<file path="src/rtl/panel_pkg.sv">
// ============================================================================
// panel_pkg: shared constants, scan state encoding and PWM step helper.
// Rev 1.0. Brightness states exist only with PANEL_BRIGHTNESS_LOAD_EN.
// ============================================================================
`default_nettype none

package panel_pkg;

  localparam int PWM_W        = 8;
  localparam int SR_WIDTH_DEF = 16;
  localparam int CLK_DIV_DEF  = 1;
  localparam int PWM_MAX_DEF  = 255;

`ifdef PANEL_BRIGHTNESS_LOAD_EN
  typedef enum logic [3:0] {
    ST_IDLE    = 4'd0,
    ST_LOAD    = 4'd1,
    ST_BIT_LO  = 4'd2,
    ST_BIT_HI  = 4'd3,
    ST_LATCH   = 4'd4,
    ST_ADVANCE = 4'd5,
    ST_BLOAD   = 4'd6,
    ST_BBIT_LO = 4'd7,
    ST_BBIT_HI = 4'd8,
    ST_BLATCH  = 4'd9
  } scan_state_e;
`else
  typedef enum logic [2:0] {
    ST_IDLE    = 3'd0,
    ST_LOAD    = 3'd1,
    ST_BIT_LO  = 3'd2,
    ST_BIT_HI  = 3'd3,
    ST_LATCH   = 3'd4,
    ST_ADVANCE = 3'd5
  } scan_state_e;
`endif

  // Time base step: wraps to zero after the last value instead of carrying out.
  function automatic logic [PWM_W-1:0] pwm_next(input logic [PWM_W-1:0] t,
                                                input logic [PWM_W-1:0] last);
    return (t == last) ? '0 : t + PWM_W'(1);
  endfunction

endpackage

`default_nettype wire

</file>
<file path="src/rtl/scan_bit_timer.sv">
// ============================================================================
// scan_bit_timer: sclk half-period divider and per-word bit counter.
// Rev 1.0.
// ============================================================================
`default_nettype none

module scan_bit_timer
  import panel_pkg::*;
#(
  parameter int SR_WIDTH = SR_WIDTH_DEF,
  parameter int CLK_DIV  = CLK_DIV_DEF
) (
  input  logic clk,
  input  logic reset_n,
  input  logic clear_i,
  input  logic run_i,
  input  logic bit_step_i,
  output logic half_done_o,
  output logic word_done_o
);

  localparam int DIV_W = (CLK_DIV > 1) ? $clog2(CLK_DIV) : 1;
  localparam int BIT_W = (SR_WIDTH > 1) ? $clog2(SR_WIDTH) : 1;
  localparam logic [DIV_W-1:0] DIV_LAST = DIV_W'(CLK_DIV - 1);
  localparam logic [BIT_W-1:0] BIT_LAST = BIT_W'(SR_WIDTH - 1);

  logic [DIV_W-1:0] div_q, div_d;
  logic [BIT_W-1:0] bit_q, bit_d;

  assign half_done_o = run_i && (div_q == DIV_LAST);
  assign word_done_o = (bit_q == BIT_LAST);

  always_comb begin
    div_d = div_q;
    bit_d = bit_q;
    // Divider restarts at every half boundary so LO and HI phases stay equal.
    if (!run_i || half_done_o) begin
      div_d = '0;
    end else begin
      div_d = div_q + DIV_W'(1);
    end
    if (clear_i) begin
      bit_d = '0;
    end else if (bit_step_i && !word_done_o) begin
      bit_d = bit_q + BIT_W'(1);
    end
  end

  always_ff @(posedge clk or negedge reset_n) begin
    if (!reset_n) begin
      div_q <= '0;
      bit_q <= '0;
    end else begin
      div_q <= div_d;
      bit_q <= bit_d;
    end
  end

endmodule

`default_nettype wire

</file>
<file path="src/rtl/panel_scan_controller.sv">
// ============================================================================
// panel_scan_controller: steps the PWM time base and sequences load/shift/
// sclk/xlat per word. Rev 1.0. Optional macro: PANEL_BRIGHTNESS_LOAD_EN.
// ============================================================================
`default_nettype none

module panel_scan_controller
  import panel_pkg::*;
#(
  parameter int SR_WIDTH = SR_WIDTH_DEF,
  parameter int PWM_MAX  = PWM_MAX_DEF,
  parameter int CLK_DIV  = CLK_DIV_DEF
) (
  input  logic             clk,
  input  logic             reset_n,
  input  logic             enable,
  output logic [PWM_W-1:0] pwm_time,
  output logic             load_led_vals,
  output logic             load_brightness,
  output logic             shift,
  output logic             sclk,
  output logic             xlat,
  output logic             blank,
  output logic             mode_sel,
  output logic             frame_start,
  output logic             busy
);

  localparam logic [PWM_W-1:0] PWM_LAST = PWM_W'(PWM_MAX);

  scan_state_e      state_q, state_d;
  logic [PWM_W-1:0] pwm_q, pwm_d;
  logic             half_done;
  logic             word_done;
  logic             timer_clear;
  logic             timer_run;
  logic             bit_step;

  scan_bit_timer #(
    .SR_WIDTH (SR_WIDTH),
    .CLK_DIV  (CLK_DIV)
  ) u_bit_timer (
    .clk         (clk),
    .reset_n     (reset_n),
    .clear_i     (timer_clear),
    .run_i       (timer_run),
    .bit_step_i  (bit_step),
    .half_done_o (half_done),
    .word_done_o (word_done)
  );

  always_ff @(posedge clk or negedge reset_n) begin
    if (!reset_n) begin
      state_q <= ST_IDLE;
      pwm_q   <= '0;
    end else begin
      state_q <= state_d;
      pwm_q   <= pwm_d;
    end
  end

  // Outputs decode from state so an async reset clears them in the same cycle.
  always_comb begin
    state_d         = state_q;
    pwm_d           = pwm_q;
    load_led_vals   = 1'b0;
    load_brightness = 1'b0;
    shift           = 1'b0;
    sclk            = 1'b0;
    xlat            = 1'b0;
    blank           = 1'b0;
    mode_sel        = 1'b0;
    frame_start     = 1'b0;
    timer_clear     = 1'b0;
    timer_run       = 1'b0;
    bit_step        = 1'b0;

    case (state_q)
      ST_IDLE: begin
        blank = 1'b1;
        if (enable) begin
          state_d = ST_LOAD;
`ifdef PANEL_BRIGHTNESS_LOAD_EN
          if (pwm_q == '0) state_d = ST_BLOAD;
`endif
        end
      end

      ST_LOAD: begin
        load_led_vals = 1'b1;
        timer_clear   = 1'b1;
        state_d       = ST_BIT_LO;
      end

      ST_BIT_LO: begin
        timer_run = 1'b1;
        if (half_done) state_d = ST_BIT_HI;
      end

      ST_BIT_HI: begin
        sclk      = 1'b1;
        timer_run = 1'b1;
        if (half_done) begin
          shift    = 1'b1;
          bit_step = 1'b1;
          state_d  = word_done ? ST_LATCH : ST_BIT_LO;
        end
      end

      ST_LATCH: begin
        xlat    = 1'b1;
        state_d = ST_ADVANCE;
      end

      ST_ADVANCE: begin
        pwm_d       = pwm_next(pwm_q, PWM_LAST);
        frame_start = (pwm_q == PWM_LAST);
        if (!enable) begin
          state_d = ST_IDLE;
        end else begin
          state_d = ST_LOAD;
`ifdef PANEL_BRIGHTNESS_LOAD_EN
          if (pwm_q == PWM_LAST) state_d = ST_BLOAD;
`endif
        end
      end

`ifdef PANEL_BRIGHTNESS_LOAD_EN
      ST_BLOAD: begin
        load_brightness = 1'b1;
        mode_sel        = 1'b1;
        timer_clear     = 1'b1;
        state_d         = ST_BBIT_LO;
      end

      ST_BBIT_LO: begin
        mode_sel  = 1'b1;
        timer_run = 1'b1;
        if (half_done) state_d = ST_BBIT_HI;
      end

      ST_BBIT_HI: begin
        mode_sel  = 1'b1;
        sclk      = 1'b1;
        timer_run = 1'b1;
        if (half_done) begin
          shift    = 1'b1;
          bit_step = 1'b1;
          state_d  = word_done ? ST_BLATCH : ST_BBIT_LO;
        end
      end

      // Grayscale word for pwm_time 0 follows directly; time base is not stepped.
      ST_BLATCH: begin
        mode_sel = 1'b1;
        xlat     = 1'b1;
        state_d  = ST_LOAD;
      end
`endif

      default: begin
        state_d = ST_IDLE;
      end
    endcase
  end

  assign pwm_time = pwm_q;
  assign busy     = (state_q != ST_IDLE);

endmodule

`default_nettype wire

</file>
<file path="config.mk">
export PLATFORM = sky130hd
export DESIGN_NAME = panel_scan_controller
export DESIGN_NICKNAME = d
export VERILOG_FILES = /design/src/rtl/panel_pkg.sv /design/src/rtl/scan_bit_timer.sv /design/src/rtl/panel_scan_controller.sv
export SDC_FILE = /design/constraint.sdc
export NUM_CORES = 1
export LEC_CHECK = 0
export CAP_MARGIN = 30
export CORE_MARGIN = 3
export CORE_UTILIZATION = 45
export CTS_BUF_LIST = sky130_fd_sc_hd__clkbuf_4 sky130_fd_sc_hd__clkbuf_8
export DETAILED_ROUTE_END_ITERATION = 8
export DONT_BUFFER_PORTS = 1
export GPL_TIMING_DRIVEN = 0
export PLACE_DENSITY_LB_ADDON = 0.1
export REMOVE_ABC_BUFFERS = 1
export SLEW_MARGIN = 20
export SYNTH_ARGS = -nofsm -noshare
export SYNTH_HDL_FRONTEND = slang
export SYNTH_SLANG_ARGS = --single-unit
</file>
<file path="constraint.sdc">
create_clock -name clk -period 2.87 [get_ports clk]
set_input_delay 0.1435 -clock clk [delete_from_list [all_inputs] [get_ports clk]]
set_output_delay 0.1435 -clock clk [all_outputs]
set_load 0.005 [all_outputs]
</file>
==> summary.md <==
The flow ran to the end, and the final reports show no timing, DRC or antenna violations. In this run, synthesis inferred 0 flip-flops with an integrated enable. The initial antenna violation count was 0; the summed instance area of the synthesized netlist was 890 sq um. The number of ports placed on the die boundary was 20. In this run the remaining antenna-violating nets after routing total 0.

The synthesized design spends more area on one cell type than any other, namely dfrtp_1. The logs give 193 uW for the switching component of the power and 0.00782 ns for the setup skew after layout. The congestion estimate from routability-driven global placement came to 0.707. The tools report the proportion of synthesized chip area in sequential cells as 45.0%. The HPWL after detailed placement is 1180 um. The tools report the cell internal power dissipation as 400 uW. Entering global routing, the biggest net connects 17 pins. The synthesized design devotes to its leading area cell type 45.0% of total area. Setup fix buffers added after clock tree synthesis: 0. Setup repair after global routing left no endpoint under its margin. Port buffering added 0 buffers. The via total after detailed routing is 678. In this run the static leakage power is 0.000453 uW. By startpoint and endpoint, the worst setup path is classified as reg2out. After layout, the minimum clock period comes to 1.71 ns. After Yosys synthesis, and, or, nand and nor cells account for 30.8% of the synthesized area. The aggregate routed wire length is 1640 um, and the number of setup violations in the final report is 0. The floorplan step defined a core boundary enclosing 1800 sq um. TritonCTS built the clock tree.

The xor/xnor share of the synthesized area works out to 3.94%. The tools report the root buffer cell as clkbuf_4. The final number of max-transition violations came out at 0. The fraction of layout instances using a drive strength above 1 was 8.51%; the signed area change from the synthesized netlist to the final layout was 4.78%. Summing the areas of all compound-gate instances in the mapped netlist gives 9.70% of the synthesized area.

The most used flip-flop cell after synthesis is dfrtp_1. The logs give 1 for the count of hold buffers inserted by post-cts repair and 4 for the number of detailed-routing iterations run before antenna repair. The cell row count came out at 15. For this run, the total global-route usage over all layers was measured as 14.6%.

STA classifies the critical path startpoint as a flop. The number of cell instances on the worst register-to-register path came out at 3. The clock network is responsible for 25.3% of the overall power.

Measured against its own limit, the worst slew margin works out to 51.0%. The number of antenna diodes in the final layout is 0. Clock tree synthesis found a total of 16 sinks. After global routing the overflow that remains totals 0. The worst setup path is captured at a primary output. The combinational family with the most area after synthesis is simple AND/OR/NAND/NOR gates. At the pin with the least slew margin, the transition time is 0.732 ns. For this run, the number of Yosys warnings is 0.

The total power per unit cell area is 636 nW/um^2. The detailed-route vias per instance was 5.70. For this block, the initial DRC count from the detailed router was 7. At the later pin of the worst-skew pair, clock insertion delay measures 0.29 ns. For the worst setup path, the data arrival time is 1.57 ns.

A synthesized cell averages 9.67 sq um. By count the netlist is led by 16 x dfrtp_1, 8 x nand2_1, 8 x nand3_1. Buffers inserted during clock tree synthesis total 3. Final hold violation count: 0.

The run gives 49.4% as the starting density of the core. For the area enclosed by the die boundary, the log shows 2550 sq um. The final routed wire length divided by cell count is 13.8 um, and the final design area excluding fillers is 932 sq um. The overall die width was 50.5 um. Once placement finished, the instance area stood at 886 sq um.

Period utilization: 59.6%. The fill cell instance count of the final layout is 187, and the maximum vdd ir drop is 0.297 mV. The H-tree level count came out at 1. Synthesized flop and latch total: 16. The post-route setup TNS was 0 ns; the CTS clock-pin slew for the worst setup and hold paths was 0.09 ns. No sink is reached through more buffers than the 2 on the longest clock path. The most common cell in the synthesized netlist is dfrtp_1.

For this run, the post-layout net count is 100. The kind of path behind the tightest hold check was in2reg. The cell depth of the worst hold path came out at 3.

Max-cap violations in this run came to 0. The maximum clock frequency is 0.584 GHz, and the top fanout value on the critical path is 12. The tools report the data required time at the worst endpoint as 2.73 ns.

The first-pass GRT wire length is 2770 um. The post-synthesis cell type count is 32, and the adder-cell area share of the yosys netlist is 2.81%. The remaining routing DRC violations was 0; the share of synthesized area spent on multiplexers was 1.27%. The height of the chip was 50.5 um. Combinational cells account for 20.8% of the total power.

The number of global-route vias before repair is 634, and the proportion of synthesized flip-flops having asynchronous set or reset is 100%. In this run, flip-flops and latches consume 53.8% of the power. Net switching is 32.6% of the power. The synthesized instance count came out at 92.

By area the synthesized netlist is led by dfrtp_1 45%, nand3_1 4.5%, xor2_1 3.9%, nor3_1 3.4%, o21ai_0 3.4%. In this run, post-CTS repair resized a total of 0 instances.
layout make-up:
cell class / count / area [sq um] / share of cell area [%]
well taps: 25 / 31.3 / 3.36
multi-input cells: 70 / 443 / 47.5
flip-flops and latches: 16 / 400 / 43.0
inverters: 3 / 11.3 / 1.21
clock buffers: 4 / 36.3 / 3.89
repair buffers: 1 / 10.0 / 1.07
critical path: stages (launching register included):
cell	delay [ns]
dfrtp_1	0.58
nand3b_1	0.31
nor3_1	0.40
per-layer routing:
metal,track usage (%),up-vias,wire length (um)
met2,23.9,21,786
met1,15.6,325,727
met5,0,-,0
li1,-,330,-
met3,6.23,2,112
met4,8.07,0,17
power groups by stage:
stage                     sequential [uW]  clock, uW  combinational, uW
after detailed placement              322          0                122
after floorplan                       310          0                103
after global placement                322          0                116
after global routing                  329        169                144
after CTS                             318        159                127
final                                 319        150                124
sequential cells by signal, indices dropped and copies added, names as in the netlist:
signal	count
u_bit_timer.div_q	1
state_q	3
u_bit_timer.bit_q	4
pwm_time	8
layout by cell type, fill, tap and decap left out, types with 4 or more instances in the layout:
cell,netlist,layout
nor3_1,6,6
xor2_1,4,4
nor2_1,6,6
a21oi_1,4,4
dfrtp_1,16,16
o21ai_0,6,6
or3_1,4,4
nand3_1,8,8
nand2_1,8,8
per-stage QoR:
| stage | total power, uW | utilization [%] | cells | hold WS [ns] | worst slack [ns] |
|---|---|---|---|---|---|
| 2_1_floorplan | 414 | - | 89 | -0.152 | 1.48 |
| 3_3_place_gp | 438 | 49.2 | 114 | -0.152 | 1.37 |
| 3_5_place_dp | 443 | 49.2 | 114 | -0.152 | 1.35 |
| 4_1_cts | 603 | 51.7 | 119 | 0.0746 | 1.13 |
| 5_1_grt | 642 | 51.7 | 119 | 0.0780 | 0.997 |
| 6_report | 593 | 51.7 | 119 | 0.0904 | 1.16 |
cell families (layout without fill, tap and decap cells):
family	count (synthesis)	in the layout
other cells	1	3
xor+xnor	4	4
fa+ha+maj	2	2
simple gates	45	45
mux	1	1
flops	16	16
compound gates	15	15
buf+inv	8	8
path summary, 6_finish.rpt:
kind	from	to	slack, ns
setup reg to reg	state_q[2]	u_bit_timer.bit_q[3]	1.35
setup / recovery	state_q[2]	frame_start	1.16
min in group asynchronous	reset_n	pwm_time[3]	0.35
max in group asynchronous	reset_n	u_bit_timer.div_q	2.06
hold reg to reg	pwm_time[6]	pwm_time[6]	0.55
hold / removal	enable	state_q[0]	0.09
(Power assumes the default switching activity.)
